--- config.mk ---
export PLATFORM = sky130hd
export DESIGN_NAME = multicycle_ctrl
export DESIGN_NICKNAME = d
export VERILOG_FILES = /design/src/rtl/multicycle_ctrl.sv
export SDC_FILE = /design/constraint.sdc
export NUM_CORES = 1
export LEC_CHECK = 0
export CAP_MARGIN = 5
export CORE_MARGIN = 4
export CORE_UTILIZATION = 41
export DETAILED_ROUTE_END_ITERATION = 10
export PLACE_DENSITY = 0.95
export RECOVER_POWER = 100
export SETUP_SLACK_MARGIN = 0.1
export SLEW_MARGIN = 20
export SYNTH_ARGS = -nofsm -noshare
export SYNTH_HDL_FRONTEND = slang
export SYNTH_SLANG_ARGS = --single-unit
--- constraint.sdc ---
create_clock -name clk -period 3.2 [get_ports clk]
set_input_delay 0.32 -clock clk [delete_from_list [all_inputs] [get_ports clk]]
set_output_delay 0.32 -clock clk [all_outputs]
set_load 0.02 [all_outputs]
--- src/rtl/multicycle_ctrl.sv ---
// Control FSM for a multicycle RV32I subset core (lw, sw, R-type, I-type ALU, beq, jal).
// Moore-style state outputs plus combinational ImmSrc / ALUControl decode.
module multicycle_ctrl #(
  parameter bit MEM_WAIT_EN = 1'b1
) (
  input  logic       clk,
  input  logic       reset_n,
  input  logic [6:0] op,
  input  logic [2:0] funct3,
  input  logic       funct7b5,
  input  logic       zero,
  input  logic       mem_ready,
  output logic       PCWrite,
  output logic       AdrSrc,
  output logic       MemWrite,
  output logic       IRWrite,
  output logic [1:0] ResultSrc,
  output logic [1:0] ALUSrcA,
  output logic [1:0] ALUSrcB,
  output logic [1:0] ImmSrc,
  output logic [2:0] ALUControl,
  output logic       RegWrite,
  output logic       illegal_instr,
  output logic [3:0] state
);

  typedef enum logic [3:0] {
    S_FETCH    = 4'd0,
    S_DECODE   = 4'd1,
    S_MEMADR   = 4'd2,
    S_MEMREAD  = 4'd3,
    S_MEMWB    = 4'd4,
    S_MEMWRITE = 4'd5,
    S_EXECR    = 4'd6,
    S_EXECI    = 4'd7,
    S_ALUWB    = 4'd8,
    S_BEQ      = 4'd9,
    S_JAL      = 4'd10
  } state_t;

  localparam logic [6:0] OP_LW   = 7'b0000011;
  localparam logic [6:0] OP_SW   = 7'b0100011;
  localparam logic [6:0] OP_RTYP = 7'b0110011;
  localparam logic [6:0] OP_ITYP = 7'b0010011;
  localparam logic [6:0] OP_BEQ  = 7'b1100011;
  localparam logic [6:0] OP_JAL  = 7'b1101111;

  localparam logic [1:0] ALUOP_ADD   = 2'b00;
  localparam logic [1:0] ALUOP_SUB   = 2'b01;
  localparam logic [1:0] ALUOP_FUNCT = 2'b10;

  state_t     state_q;
  state_t     state_d;
  logic       mem_ok;
  logic [1:0] alu_op;
  logic       pc_write_c;
  logic       mem_write_c;
  logic       ir_write_c;
  logic       reg_write_c;
  logic       illegal_c;

  assign mem_ok = MEM_WAIT_EN ? mem_ready : 1'b1;

  always_ff @(posedge clk or negedge reset_n) begin
    if (!reset_n) begin
      state_q <= S_FETCH;
    end else begin
      state_q <= state_d;
    end
  end

  always_comb begin
    state_d     = S_FETCH;
    pc_write_c  = 1'b0;
    mem_write_c = 1'b0;
    ir_write_c  = 1'b0;
    reg_write_c = 1'b0;
    illegal_c   = 1'b0;
    AdrSrc      = 1'b0;
    ResultSrc   = 2'b00;
    ALUSrcA     = 2'b00;
    ALUSrcB     = 2'b00;
    alu_op      = ALUOP_ADD;
    case (state_q)
      S_FETCH: begin
        ALUSrcB    = 2'b10;
        ResultSrc  = 2'b10;
        ir_write_c = mem_ok;
        pc_write_c = mem_ok;
        state_d    = mem_ok ? S_DECODE : S_FETCH;
      end
      S_DECODE: begin
        ALUSrcA = 2'b01;
        ALUSrcB = 2'b01;
        case (op)
          OP_LW, OP_SW: state_d = S_MEMADR;
          OP_RTYP:      state_d = S_EXECR;
          OP_ITYP:      state_d = S_EXECI;
          OP_BEQ:       state_d = S_BEQ;
          OP_JAL:       state_d = S_JAL;
          default: begin
            illegal_c = 1'b1;
            state_d   = S_FETCH;
          end
        endcase
      end
      S_MEMADR: begin
        ALUSrcA = 2'b10;
        ALUSrcB = 2'b01;
        state_d = (op == OP_LW) ? S_MEMREAD : S_MEMWRITE;
      end
      S_MEMREAD: begin
        AdrSrc  = 1'b1;
        state_d = mem_ok ? S_MEMWB : S_MEMREAD;
      end
      S_MEMWB: begin
        ResultSrc   = 2'b01;
        reg_write_c = 1'b1;
      end
      S_MEMWRITE: begin
        AdrSrc      = 1'b1;
        mem_write_c = 1'b1;
        state_d     = mem_ok ? S_FETCH : S_MEMWRITE;
      end
      S_EXECR: begin
        ALUSrcA = 2'b10;
        alu_op  = ALUOP_FUNCT;
        state_d = S_ALUWB;
      end
      S_EXECI: begin
        ALUSrcA = 2'b10;
        ALUSrcB = 2'b01;
        alu_op  = ALUOP_FUNCT;
        state_d = S_ALUWB;
      end
      S_ALUWB: begin
        reg_write_c = 1'b1;
      end
      S_BEQ: begin
        ALUSrcA    = 2'b10;
        alu_op     = ALUOP_SUB;
        pc_write_c = zero;
      end
      S_JAL: begin
        // Link value OldPC+4 is formed here and written back in ALUWB.
        ALUSrcA    = 2'b01;
        ALUSrcB    = 2'b10;
        pc_write_c = 1'b1;
        state_d    = S_ALUWB;
      end
      default: begin
        state_d = S_FETCH;
      end
    endcase
  end

  always_comb begin
    case (op)
      OP_SW:   ImmSrc = 2'b01;
      OP_BEQ:  ImmSrc = 2'b10;
      OP_JAL:  ImmSrc = 2'b11;
      default: ImmSrc = 2'b00;
    endcase
  end

  always_comb begin
    ALUControl = 3'b000;
    case (alu_op)
      ALUOP_SUB: ALUControl = 3'b001;
      ALUOP_FUNCT: begin
        case (funct3)
          3'b000:  ALUControl = (op[5] & funct7b5) ? 3'b001 : 3'b000;
          3'b010:  ALUControl = 3'b101;
          3'b110:  ALUControl = 3'b011;
          3'b111:  ALUControl = 3'b010;
          default: ALUControl = 3'b000;
        endcase
      end
      default: ALUControl = 3'b000;
    endcase
  end

  // Gate enables with reset so nothing writes while reset_n is low.
  assign PCWrite       = pc_write_c & reset_n;
  assign MemWrite      = mem_write_c & reset_n;
  assign IRWrite       = ir_write_c & reset_n;
  assign RegWrite      = reg_write_c & reset_n;
  assign illegal_instr = illegal_c & reset_n;
  assign state         = state_q;

endmodule

==> results.md <==
* Row cnt at 14
* Die ar. at approximately 2300 um^2
* Core Box Area at about 1500 um^2
* Router iterations before antenna repair at 4
* Die height at 47.65 um
* Setup TNS at 0 ns
* Layout cells sized above 1 at 5.691%
* GRT Residual Overflow at 0
* Cell Chain, Critical Path: nor2b_1 -> a21o_1 -> a21oi_1 -> nor3b_1 -> dlygate4sd3_1
* Synth Register Bits at 4
* Worst-skew pair later-pin latency at 0.25 ns
* Req. time, crit path at 2.88 ns
* Max-slew headroom at 66.58%
* CTS Buffer Depth at 2
* GP Congestion at 0.8376
* # nets final at 142
* CTS tree: yes
* Finished Cell Area at 998.5 um^2
* Main area contributors after synthesis: dfrtp_1 16%, nand2b_1 7.8%, a21oi_1 5.4%
* Tot GR Track Use at 19.53%
* Crit path time final at 2.738 ns
* YS warnings at 0
* FMAX at between 0.3 and 0.4 GHz
* XOR/XNOR Fraction of Synth Area at 4.078%
* First-pass GRT wire length at 3.001 mm
* Antenna violations before repair at 0
* Status: complete, no violations
* Post-route clock period utilization at a little under nine tenths
* Max Clock Skew at 0.001345 ns
* Crit path kind: register to output pin
* DR vias at between 700 and 800
* Synth cell count leaders: 8 x nand2b_1, 7 x a21oi_1, 7 x nand2_1
* Worst setup EP type: output pin
* Slowest stage delay, CP at 0.69 ns
* Routed wire length at roughly 2.0 mm
* Synth Area per Inst at 7.240 um^2
* Design Power at 229.8 uW
* Worst VDD drop at 0.1466 mV
* Mapped Area at around 640 um^2
* Post-route setup slack at 0.4622 ns
* Final Hold Viols at 0
* Htree depth at 1
* Chip Width at 47.65 um
* Post-Synth Simple-Gate Area at 46.02%
* Asr flop ratio synth at 100.0%
* Hold Crit Class: input port to async pin
* EDFF count, synth at 0
* Initial drt markers at 15
* Most frequent cell after synthesis: nand2b_1
* Leakage at 0.4372 nW
* Mux cell area share after synthesis at 0%
* Number of global-route vias before repair at between 600 and 700
* Post-synth cell types at 35
* Max reg flops at 4
* Post-CTS sizing at 0
* Setup violators final at 0
* Worst-path clk slew at 0.04 ns
* Inserted Diodes at 0
* Clock sink count at 4
* Seq/Total Area, Yosys at 15.53%
* Max Cap Violations at 0
* Startpoint class of the critical path: register
* Total CTS buffers at 3
* Area post-placement at between 900 and 1000 um^2
* CTS Root Buffer Type: clkbuf_4
* Post-Syn Nets at between 100 and 150
* Ys flop type: dfrtp_1
* Flop2flop setup slack at 1.56 ns
* Initial Util at 43.28%
* RSZ-0062 raised after global routing: false
* Area delta synth->final at 54.95%
* Hold buffer count at cts at 0
* Post-Synth Adder-Cell Area at 3.883%
* Compound-gate portion of the synthesized area at 22.91%
* Port Buf Inserts at 35
* Worst Path Buf+Inv at 1
* Crit path max-delay family: buffers and inverters
* Pre-CTS setup slack at 0.7275 ns
* Final ANT Viol Nets at 0
* WL/cell at 14.58 um
* Worst slew pin tran at 0.5002 ns
* Mapped Cells at 89
* Largest family of logic cells by synthesized area: simple AND/OR/NAND/NOR gates
* DR vias/cell at between 5 and 6
* Top cell type's share of synthesized area at 15.53%
* Pin count of the biggest net entering global routing at 19
* P per Cell Area at 230.2 nW/um^2
* Cell taking the most area after synthesis: dfrtp_1
* Fin Hold WS at 0.4004 ns
* CP Max Fanout at 16
* Worst path slowest cell: dlygate4sd3_1
* Crit path DAT at 2.42 ns
* Residual DRC at 0
* Slew Viols, Final at 0
* # IOs at 36
* DPL Wire Length at 1.542 mm
* Total setup buffers inserted after CTS at 0
## report_power, final
group,internal [mW],total (mW),switching (mW),leakage [nW]
registers,0.0528,0.0592,0.00637,0.0542
clock network,0.0423,0.0685,0.0261,0.0138
logic,0.0508,0.102,0.0514,0.369
## cell type report
class	instances	area [um^2]
clock buffers	3	22.52
inverters	5	18.77
flip-flops and latches	4	100.1
repair buffers	37	365.4
multi-input cells	74	471.7
fillers	119	490.5
well taps	16	20.02
## metal layers
metal / part of all wire [%] / GRT usage [%]
met1: 44 / 24.49
met2: 49 / 32.09
met3: 4.6 / 2.256
met4: 2.5 / 11.29
met5: 0 / 0
## layout by cell type (no fill, tap or decap), types with 4 or more instances in the layout
cell / count
nor2b_1: 4
nand2b_1: 8
inv_1: 5
nand2_1: 7
a21oi_1: 7
nor3_1: 5
dfrtp_1: 4
dlygate4sd3_1: 22
nor4_1: 4
clkdlybuf4s50_1: 13
nor2_1: 5
## stage by stage
step / utilization [%] / cells
after floorplan: - / 89
after global placement: 67.14 / 136
after detailed placement: 67.14 / 136
after CTS: 68.66 / 139
after global routing: 67.06 / 139
final: 67.06 / 139
## kinds of logic after synthesis
group                      count (synthesis)
AOI/OAI and AO/OA                         22
DFF                                        4
buffers and inverters                     11
and+or+nand+nor                           47
adders and majority gates                  2
xor gates and xnor gates                   3
## path summary, 6_finish.rpt
kind | startpoint | end | cells past startpoint
worst max-delay path | state[1] | PCWrite | 5
worst min-delay path | reset_n | state[3] | 1
worst max register to register | state[1] | state[1] | 3
worst min register to register | state[2] | state[1] | 2
max in group asynchronous | reset_n | state[2] | 1
min in group clk | state[2] | state[1] | 2
Note: power is estimated with default switching activity, not from simulation.
